<file path="src/rtl/bcd_countdown_timer.sv">
`default_nettype none
// ============================================================================
// Module      : bcd_countdown_timer
// Description : N-digit packed-BCD countdown timer for the bomb game. Loads a
//               start time on entry to the run state, counts down on second
//               ticks, subtracts a penalty per strike, freezes on win/lose and
//               flags expiry to the game controller.
// Revision    : 1.0 - initial release
// ============================================================================
module bcd_countdown_timer #(
    parameter int unsigned           DIGITS       = 3,
    parameter logic [4*DIGITS-1:0]   DEFAULT_TIME = 12'h200,
    parameter logic [4*DIGITS-1:0]   PENALTY      = 12'h010,
    parameter logic [4*DIGITS-1:0]   WARN_TIME    = 12'h010,
    parameter logic [7:0]            RUN_STATE    = 8'h10,
    parameter logic [7:0]            WIN_STATE    = 8'h20,
    parameter logic [7:0]            LOSE_STATE   = 8'h30
) (
    input  logic                  clk,
    input  logic                  reset,
    input  logic [7:0]            game_state,
    input  logic [4*DIGITS-1:0]   init_time,
    input  logic                  sec_tick,
    input  logic                  strike,
    output logic [4*DIGITS-1:0]   time_bcd,
    output logic                  running,
    output logic                  expired,
    output logic                  timed_out,
    output logic                  warn
);

    localparam int unsigned   W    = 4 * DIGITS;
    localparam logic [W-1:0]  ZERO = '0;
    localparam logic [W-1:0]  ONE  = {{(W-1){1'b0}}, 1'b1};

    typedef enum logic [1:0] {
        S_IDLE    = 2'd0,
        S_RUN     = 2'd1,
        S_FROZEN  = 2'd2,
        S_EXPIRED = 2'd3
    } state_t;

    state_t         state_q, state_d;
    logic [W-1:0]   time_q, time_d;
    logic           running_q, running_d;
    logic           expired_q, expired_d;

    logic [W-1:0]   w_load;
    logic [W-1:0]   w_after_tick;
    logic [W-1:0]   w_after_strike;
    logic           w_end_code;

    // Force every digit into 0..9 so the countdown arithmetic stays legal.
    function automatic logic [W-1:0] bcd_clamp(input logic [W-1:0] a);
        logic [W-1:0] r;
        r = a;
        for (int i = 0; i < int'(DIGITS); i++) begin
            if (a[4*i +: 4] > 4'd9) begin
                r[4*i +: 4] = 4'd9;
            end
        end
        return r;
    endfunction

    // Digit-serial BCD subtract; a negative digit wraps by +10 and borrows.
    function automatic logic [W-1:0] bcd_sub(input logic [W-1:0] a,
                                             input logic [W-1:0] b);
        logic [W-1:0] r;
        logic         borrow;
        logic [4:0]   diff;
        r      = '0;
        borrow = 1'b0;
        for (int i = 0; i < int'(DIGITS); i++) begin
            diff = {1'b0, a[4*i +: 4]} - {1'b0, b[4*i +: 4]} - {4'b0000, borrow};
            if (diff[4]) begin
                r[4*i +: 4] = diff[3:0] + 4'd10;
                borrow      = 1'b1;
            end else begin
                r[4*i +: 4] = diff[3:0];
                borrow      = 1'b0;
            end
        end
        return r;
    endfunction

    // Saturating subtract: packed BCD compares correctly as plain binary.
    function automatic logic [W-1:0] sat_sub(input logic [W-1:0] a,
                                             input logic [W-1:0] b);
        return (b >= a) ? ZERO : bcd_sub(a, b);
    endfunction

    // Tick and strike are applied back-to-back, which equals PENALTY+1 with saturation.
    always_comb begin
        w_load         = bcd_clamp(init_time);
        w_after_tick   = sec_tick ? sat_sub(time_q, ONE) : time_q;
        w_after_strike = strike ? sat_sub(w_after_tick, PENALTY) : w_after_tick;
        w_end_code     = (game_state == WIN_STATE) || (game_state == LOSE_STATE);
    end

    // Next-state and next-time decode for the four-state timer FSM.
    always_comb begin
        state_d = state_q;
        time_d  = time_q;
        case (state_q)
            S_IDLE: begin
                time_d = DEFAULT_TIME;
                if (game_state == RUN_STATE) begin
                    if (w_load == ZERO) begin
                        state_d = S_EXPIRED;
                        time_d  = ZERO;
                    end else begin
                        state_d = S_RUN;
                        time_d  = w_load;
                    end
                end
            end
            S_RUN: begin
                if (game_state == RUN_STATE) begin
                    if (sec_tick || strike) begin
                        time_d = w_after_strike;
                        if (w_after_strike == ZERO) begin
                            state_d = S_EXPIRED;
                        end
                    end
                end else if (w_end_code) begin
                    state_d = S_FROZEN;
                end
            end
            S_FROZEN: begin
                if (!w_end_code) begin
                    state_d = S_IDLE;
                    time_d  = DEFAULT_TIME;
                end
            end
            S_EXPIRED: begin
                time_d = ZERO;
                if (game_state != RUN_STATE) begin
                    state_d = S_IDLE;
                    time_d  = DEFAULT_TIME;
                end
            end
            default: begin
                state_d = S_IDLE;
                time_d  = DEFAULT_TIME;
            end
        endcase
        running_d = (state_d == S_RUN);
        expired_d = (state_d == S_EXPIRED) && (state_q != S_EXPIRED);
    end

    // State, time and flag registers with synchronous active-low reset.
    always_ff @(posedge clk) begin
        if (!reset) begin
            state_q   <= S_IDLE;
            time_q    <= DEFAULT_TIME;
            running_q <= 1'b0;
            expired_q <= 1'b0;
        end else begin
            state_q   <= state_d;
            time_q    <= time_d;
            running_q <= running_d;
            expired_q <= expired_d;
        end
    end

    assign time_bcd  = time_q;
    assign running   = running_q;
    assign expired   = expired_q;
    assign timed_out = (state_q == S_EXPIRED);
    assign warn      = running_q && (time_q < WARN_TIME);

endmodule
`default_nettype wire

</file>
<file path="config.mk">
export PLATFORM = sky130hd
export DESIGN_NAME = bcd_countdown_timer
export DESIGN_NICKNAME = d
export VERILOG_FILES = /design/src/rtl/bcd_countdown_timer.sv
export SDC_FILE = /design/constraint.sdc
export NUM_CORES = 1
export LEC_CHECK = 0
export ABC_AREA = 0
export ABC_CLOCK_PERIOD_IN_PS = 5250
export CAP_MARGIN = 20
export CORE_MARGIN = 2
export CORE_UTILIZATION = 48
export CTS_CLUSTER_SIZE = 14
export DETAILED_ROUTE_END_ITERATION = 10
export PLACE_DENSITY_LB_ADDON = 0.1
export SETUP_SLACK_MARGIN = 0.5
export SLEW_MARGIN = 40
export SYNTH_ARGS = -nofsm -noshare
export SYNTH_HDL_FRONTEND = slang
export SYNTH_SLANG_ARGS = --single-unit
</file>
<file path="constraint.sdc">
create_clock -name clk -period 5.25 [get_ports clk]
set_input_delay 0.525 -clock clk [delete_from_list [all_inputs] [get_ports clk]]
set_output_delay 0.525 -clock clk [all_outputs]
set_load 0.02 [all_outputs]
</file>
==> metrics.txt, run 1 <==
layout cell share with drive strength beyond 1=between 20% and 30%; largest net degree at the start of global routing=18; Leak Pwr=1.07 nW; Post-DRT Antenna Nets=0; cells after synthesis=slightly below 300; post-route DRC violation count=0; post-DP HPWL=5190 µm; power per cell area=144 nW/µm²; Worst-path clk slew=0.07 ns; Seq/Total Area, Yosys=14.8%; synth top area cells=dfxtp_1 15%, ha_1 8.7%, o21ai_0 5.8%, nor2_1 4.3%, a21oi_1 4.2%; DRT iter0 DRCs=275; Max Slew Vio Count=0; Worst EP required=5.44 ns; Overflow after GRT=0; Syn Nets=approximately 330; Adder-Cell Fraction of Synth Area=8.69%; cell taking the most area after synthesis=dfxtp_1; fillers=373; core footprint=4350 µm²; simple-gate area share of the yosys netlist=30.0%; mux cell area share after synthesis=0%; CP startpoint kind=flip-flop; num rows=24; Async S/R FF share, synth=0%; Die Wd=71.1 µm; synthesis-stage register bit count=16; outcome=completed; Die Footprint=5050 µm²; DR vias=2519; Max Cap Viol=0; Worst Path Arrival=4.86 ns; Clock Path Buffers=2; CTS Root Cell=clkbuf_8; setup TNS=0 ns; Synth Area in Compound Gates=35.7%; CTS tree=done; Ports=40; clock sink count=16; Post-Syn Area per Cell=7.47 µm²; PortBufs=39; initial antenna violation count=0; H-tree depth=1; unrepaired setup endpoints after global routing=yes; min-delay worst type=reg -> reg; post-synth top area share=between 10% and 20%; Peak VDD IR=109 µV; CP Capture Type=flip-flop; Post-synth EDFFs=0; Cell variety after synth=75; Hold Slack=0.653 ns; first drt pass iteration count=6; Cell Area, Synth=2160 µm²; Final Skew=between 0.002 and 0.003 ns; total track usage=roughly 28%; top_reg_cell synth=dfxtp_1; Post-Synth XOR/XNOR Area=under 10%; number of global-route vias before repair=2341; max frequency=between 0.2 and 0.25 GHz; fin util=67.2%; number of CTS-inserted buffers=3; Initial Util=49.6%; largest family of logic cells by synthesized area=compound AO/OA/AOI/OAI gates; Die Y=slightly above 70 µm; Nets=377; Slew HR=52.2%; GP Congestion=0.899; Area Overhead vs Synth=35.6%; Slew @ Worst Pin=0.715 ns; Antenna diodes=0; Setup Viol. Count Final=0; Final Hold Fails=0; wire per inst=~18 µm; Yosys warnings=0; Tcrit/Tclk final=88.9%; latest clock arrival within the worst-skew pair=0.26 ns; minimum clock period=between 4 and 5 ns; final WL=7060 µm; Via-to-Cell Ratio=6.48; crit path max fanout=3; first-pass GRT wire length=11400 µm; Crit Path Class=reg -> reg
[metal layers]
layer / vias to the layer above / wire length [µm] / global-route usage [%]
li1: 1192 / - / -
met3: 23 / 375 / 2.99
met5: - / 0 / 0
met2: 112 / 3460 / 48.4
met4: 0 / 161 / 6.29
met1: 1192 / 3070 / 37.3
[stage by stage]
step	instances	setup slack (ns)	power [mW]	cell area, µm²
3_5_place_dp	372	0.174	0.279	2620
5_1_grt	389	0.377	0.441	2930
6_report	389	0.585	0.422	2930
4_1_cts	386	0.452	0.411	2870
2_1_floorplan	289	0.513	0.231	2180
3_3_place_gp	372	0.372	0.279	2620
[cells in the mapped netlist, drive strengths merged, types with 2 or more instances]
master   number
a21boi        2
nor3          7
o221ai        3
nor3b         6
a21bo         3
and3          7
nand2        13
a21oi        18
and2          5
buf           8
o21a          4
a221o         3
o2111ai       2
a221oi        3
a22oi         3
a311oi        2
a32oi         3
nor4          6
nor2b         5
xnor2         6
xor2          3
a31oi        12
inv          21
nor2         25
ha           15
o21ai        30
clkbuf        7
o211ai        4
nand2b        6
nand4         4
dfxtp        16
nand3        13
[kinds of logic (layout without fill, tap and decap cells)]
group	after synthesis	count (layout)
adders and majority gates	15	15
xor gates and xnor gates	9	9
AOI/OAI and AO/OA	108	108
buffers and inverters	36	84
and+or+nand+nor	105	105
DFF	16	16
[timing repair]
action	in CTS	in global routing
setup endpoints to repair	3	3
buffers inserted	10	3
gates resized for setup	23	7
hold buffers	0	0
pin swaps	10	12
[critical path, cell delays in order (launching register included)]
cell and delay (ns):
dfxtp_4 0.36, inv_4 0.06, ha_4 0.12, nor3b_4 0.24, ha_4 0.18, ha_4 0.15
xor2_2 0.16, ha_2 0.19, nor2b_1 0.04, or4_4 0.52, and4_4 0.17, o21a_1 0.17
ha_2 0.19, ha_4 0.18, xnor2_4 0.17, ha_4 0.22, nand2_2 0.06, a311oi_2 0.04
a31oi_1 0.23, o221ai_2 0.14, a211o_1 0.24, a221o_1 0.31, o41ai_2 0.26, nor3b_2 0.21
[registers in the layout (all words and copies together), names as in the netlist]
signal    flops
state_q       2
running       1
expired       1
time_bcd     12
[area by class of cell]
cell class | instances | area, µm² | area share (%)
Sequential cell | 16 | 328 | 11.2
Multi-Input combinational cell | 237 | 1860 | 63.4
Clock buffer | 4 | 55.1 | 1.88
Tap cell | 52 | 65.1 | 2.22
Timing Repair Buffer | 59 | 541 | 18.5
Inverter | 21 | 83.8 | 2.86
[worst paths after layout]
path                    start     endpoint  slack [ns]  depth (start not counted)
setup / recovery  time_bcd[0]      expired        0.58                         23
hold / removal    time_bcd[8]  time_bcd[8]        0.65                          2
setup reg to reg  time_bcd[0]      expired        0.58                         23
hold reg to reg   time_bcd[8]  time_bcd[8]        0.65                          2
[power breakdown]
part           switching [mW]  internal (mW)  total (mW)
registers             0.00292          0.122       0.124
clock network          0.0505         0.0668       0.117
logic                  0.0924         0.0878       0.180
total                   0.146          0.276       0.422
[placed cells by master, fill, tap and decap left out, types with 3 or more instances in the layout]
cell / n
nor3_1: 7
a221oi_1: 3
nand2_1: 11
clkbuf_8: 4
inv_1: 16
ha_1: 6
and2_1: 3
a31oi_1: 11
ha_4: 7
a21oi_1: 17
inv_2: 3
nand2b_1: 5
buf_4: 20
o21ai_1: 5
clkdlybuf4s50_1: 39
nand4_1: 4
o21a_1: 3
a21bo_2: 3
nor2_1: 25
and3_1: 5
nor2b_1: 5
xnor2_1: 5
dfxtp_1: 14
nand3_1: 11
a32oi_1: 3
nor4_1: 4
o211ai_1: 4
o21ai_0: 25
Power figures use the tool's default switching activity.
==> run 2, diff against run 1 <==
- RECOVER_POWER: not set -> 100
==> run 2 against run 1 <==
  * Sequential power barely moved
  * Clock skew is essentially flat
  * Register-to-register slack got worse by 0.08 ns
  * Critical path depth did not move
  * Via count decreased by 0.79%
  * Non-clock buffer count is the same
  * Global-route usage unchanged
  * Critical endpoint unchanged
==> metrics.txt, run 2 (same netlist as run 1, synthesis figures left out) <==
Crit Path Class=reg -> reg; power per cell area=145 nW/µm² (+0.89%); setup TNS=0 ns (unchanged); Post-Layout Cell Count=389 (unchanged); first-pass GRT wire length=11400 µm (unchanged); Nets=377 (unchanged); Worst Path Arrival=4.93 ns (+0.07 ns); Die Footprint=5050 µm² (unchanged); crit path max fanout=7 (+4); Final WS setup=0.505 ns (-0.0796 ns); Slew @ Worst Pin=0.867 ns (+0.152 ns); Hold Slack=0.650 ns (-0.00302 ns); final WL=6990 µm (-1.0%); Comb pwr share=42.3% (-0.4 points); placed instance area=2620 µm² (unchanged); Via-to-Cell Ratio=6.42 (-0.79%); net switching power=0.144 mW (-1.4%); unrepaired setup endpoints after global routing=yes; Critical Path Source=time_bcd[0]; most frequent cells in the layout=25 x nor2_1, 25 x o21ai_0, 24 x clkdlybuf4s50_1; Peak VDD IR=109 µV (+0.17%); CTS Root Cell=clkbuf_8; Int Pwr=0.274 mW (-0.61%); Overflow after GRT=0 (unchanged); Die Wd=71.1 µm (unchanged); minimum clock period=4.74 ns (+0.0796 ns); first drt pass iteration count=6 (unchanged); Worst-path clk slew=0.07 ns (about the same); Final Hold Fails=0 (unchanged); initial antenna violation count=0 (unchanged); CTS tree=done; sequential share of power=29.8% (+0.3 points); clock sink count=16 (unchanged); total track usage=27.9% (unchanged); Ports=40 (unchanged); max reg flops=12 (unchanged); Slew HR=41.7% (-11 points); wire per inst=18.0 µm (-1.0%); Area Overhead vs Synth=33.2%; Clock Power Share=27.9% (about the same); Die Y=71.1 µm (unchanged); Sw Ratio=34.4% (-0.17 points); dpl cells=372 (unchanged); max frequency=0.211 GHz (-1.7%); layout cell share with drive strength beyond 1=20.5% (-1.5 points); Clock Path Buffers=2 (unchanged); number of CTS-inserted buffers=3 (unchanged); DR vias=2499 (-0.79%); reg-to-reg startpoint=time_bcd[0]; Max Slew Vio Count=0 (unchanged); fin util=66.1% (-1.2 points); # hold bufs at CTS=0 (unchanged); fillers=382 (+2.4%); Initial Util=49.6% (unchanged); core footprint=4350 µm² (unchanged); routed length on met2=3500 µm (+1.1%); post-DP HPWL=5190 µm (unchanged); Tcrit/Tclk final=90.4% (+1.5 points); Top Metal Used=met4; latest clock arrival within the worst-skew pair=0.26 ns (about the same); CP startpoint kind=flip-flop; Worst Hold Launch=time_bcd[8]; H-tree depth=1 (unchanged); outcome=completed; CP Capture Type=flip-flop; num rows=24 (unchanged); routed wl met3=466 µm (+24%); Final Skew=0.00292 ns (+0.000373 ns); Post-DRT Antenna Nets=0 (unchanged); number of global-route vias before repair=2341 (unchanged); Worst EP required=5.44 ns (about the same); DP Worst Slack=0.174 ns (unchanged); Setup Viol. Count Final=0 (unchanged); design area=2880 µm² (-1.8%); largest net degree at the start of global routing=18 (unchanged); Antenna diodes=0 (unchanged); Max Cap Viol=0 (unchanged); min-delay worst type=reg -> reg; post-route DRC violation count=0 (unchanged); GP Congestion=0.899 (unchanged); Leak Pwr=1.10 nW (+3.3%); DRT iter0 DRCs=230 (-16%); total power=0.418 mW (-0.87%); PortBufs=39 (unchanged); M1 wire length=2920 µm (-4.9%)
run 2: cell count changes in the layout (fill, tap and decap cells not counted), moves of 2 or more:
cell,before,now
ha_1,6,8
ha_4,7,5
dlygate4sd3_1,0,15
clkdlybuf4s50_1,39,24
run 2: layout make-up:
cell class	count	area, µm²	area share [%]
flip-flops and latches	16	324	11.3
repair buffers	59	541	18.8
inverters	21	83.8	2.91
clock buffers	4	55.1	1.91
well taps	52	65.1	2.26
multi-input cells	237	1810	62.9
run 2: routing by layer:
metal	GRT usage, %	vias to the layer above
li1	-	1194
met4	6.29	0
met1	37.3	1169
met3	2.99	13
met5	0	-
met2	48.4	123
run 2: path summary, 6_finish.rpt:
check,slack (ns),depth (start not counted),end
worst max-delay path,0.51,23,expired
worst max register to register,0.51,23,expired
worst min register to register,0.65,2,time_bcd[8]
worst min-delay path,0.65,2,time_bcd[8]
run 2: power groups by stage:
stage	registers [mW]	clock network, mW	logic, mW
final	0.125	0.117	0.177
after detailed placement	0.128	0	0.151
after global routing	0.125	0.121	0.192
after global placement	0.128	0	0.151
after floorplan	0.128	0	0.103
after CTS	0.124	0.116	0.170
run 2: what timing repair did:
item / 4_1_cts / 5_1_grt
pin swaps: 10 / 12
endpoints found under the setup margin: 3 / 3
gates resized for setup: 23 / 7
buffers inserted: 10 / 3
run 2: worst max-delay path, stage by stage (launching register included):
cell and delay, ns:
dfxtp_4 0.36, inv_4 0.06, ha_4 0.12, nor3b_4 0.19, ha_1 0.25, ha_4 0.17, nor3b_4 0.22, ha_1 0.25
ha_4 0.20, xor2_1 0.17, ha_1 0.25, or2_4 0.25, a31o_4 0.26, nand2_4 0.10, xnor2_4 0.13, ha_4 0.22
nand2_2 0.06, a311oi_2 0.04, a31oi_1 0.23, o221ai_2 0.14, a211o_1 0.24, a221o_1 0.31, o41ai_2 0.26, nor3b_2 0.21
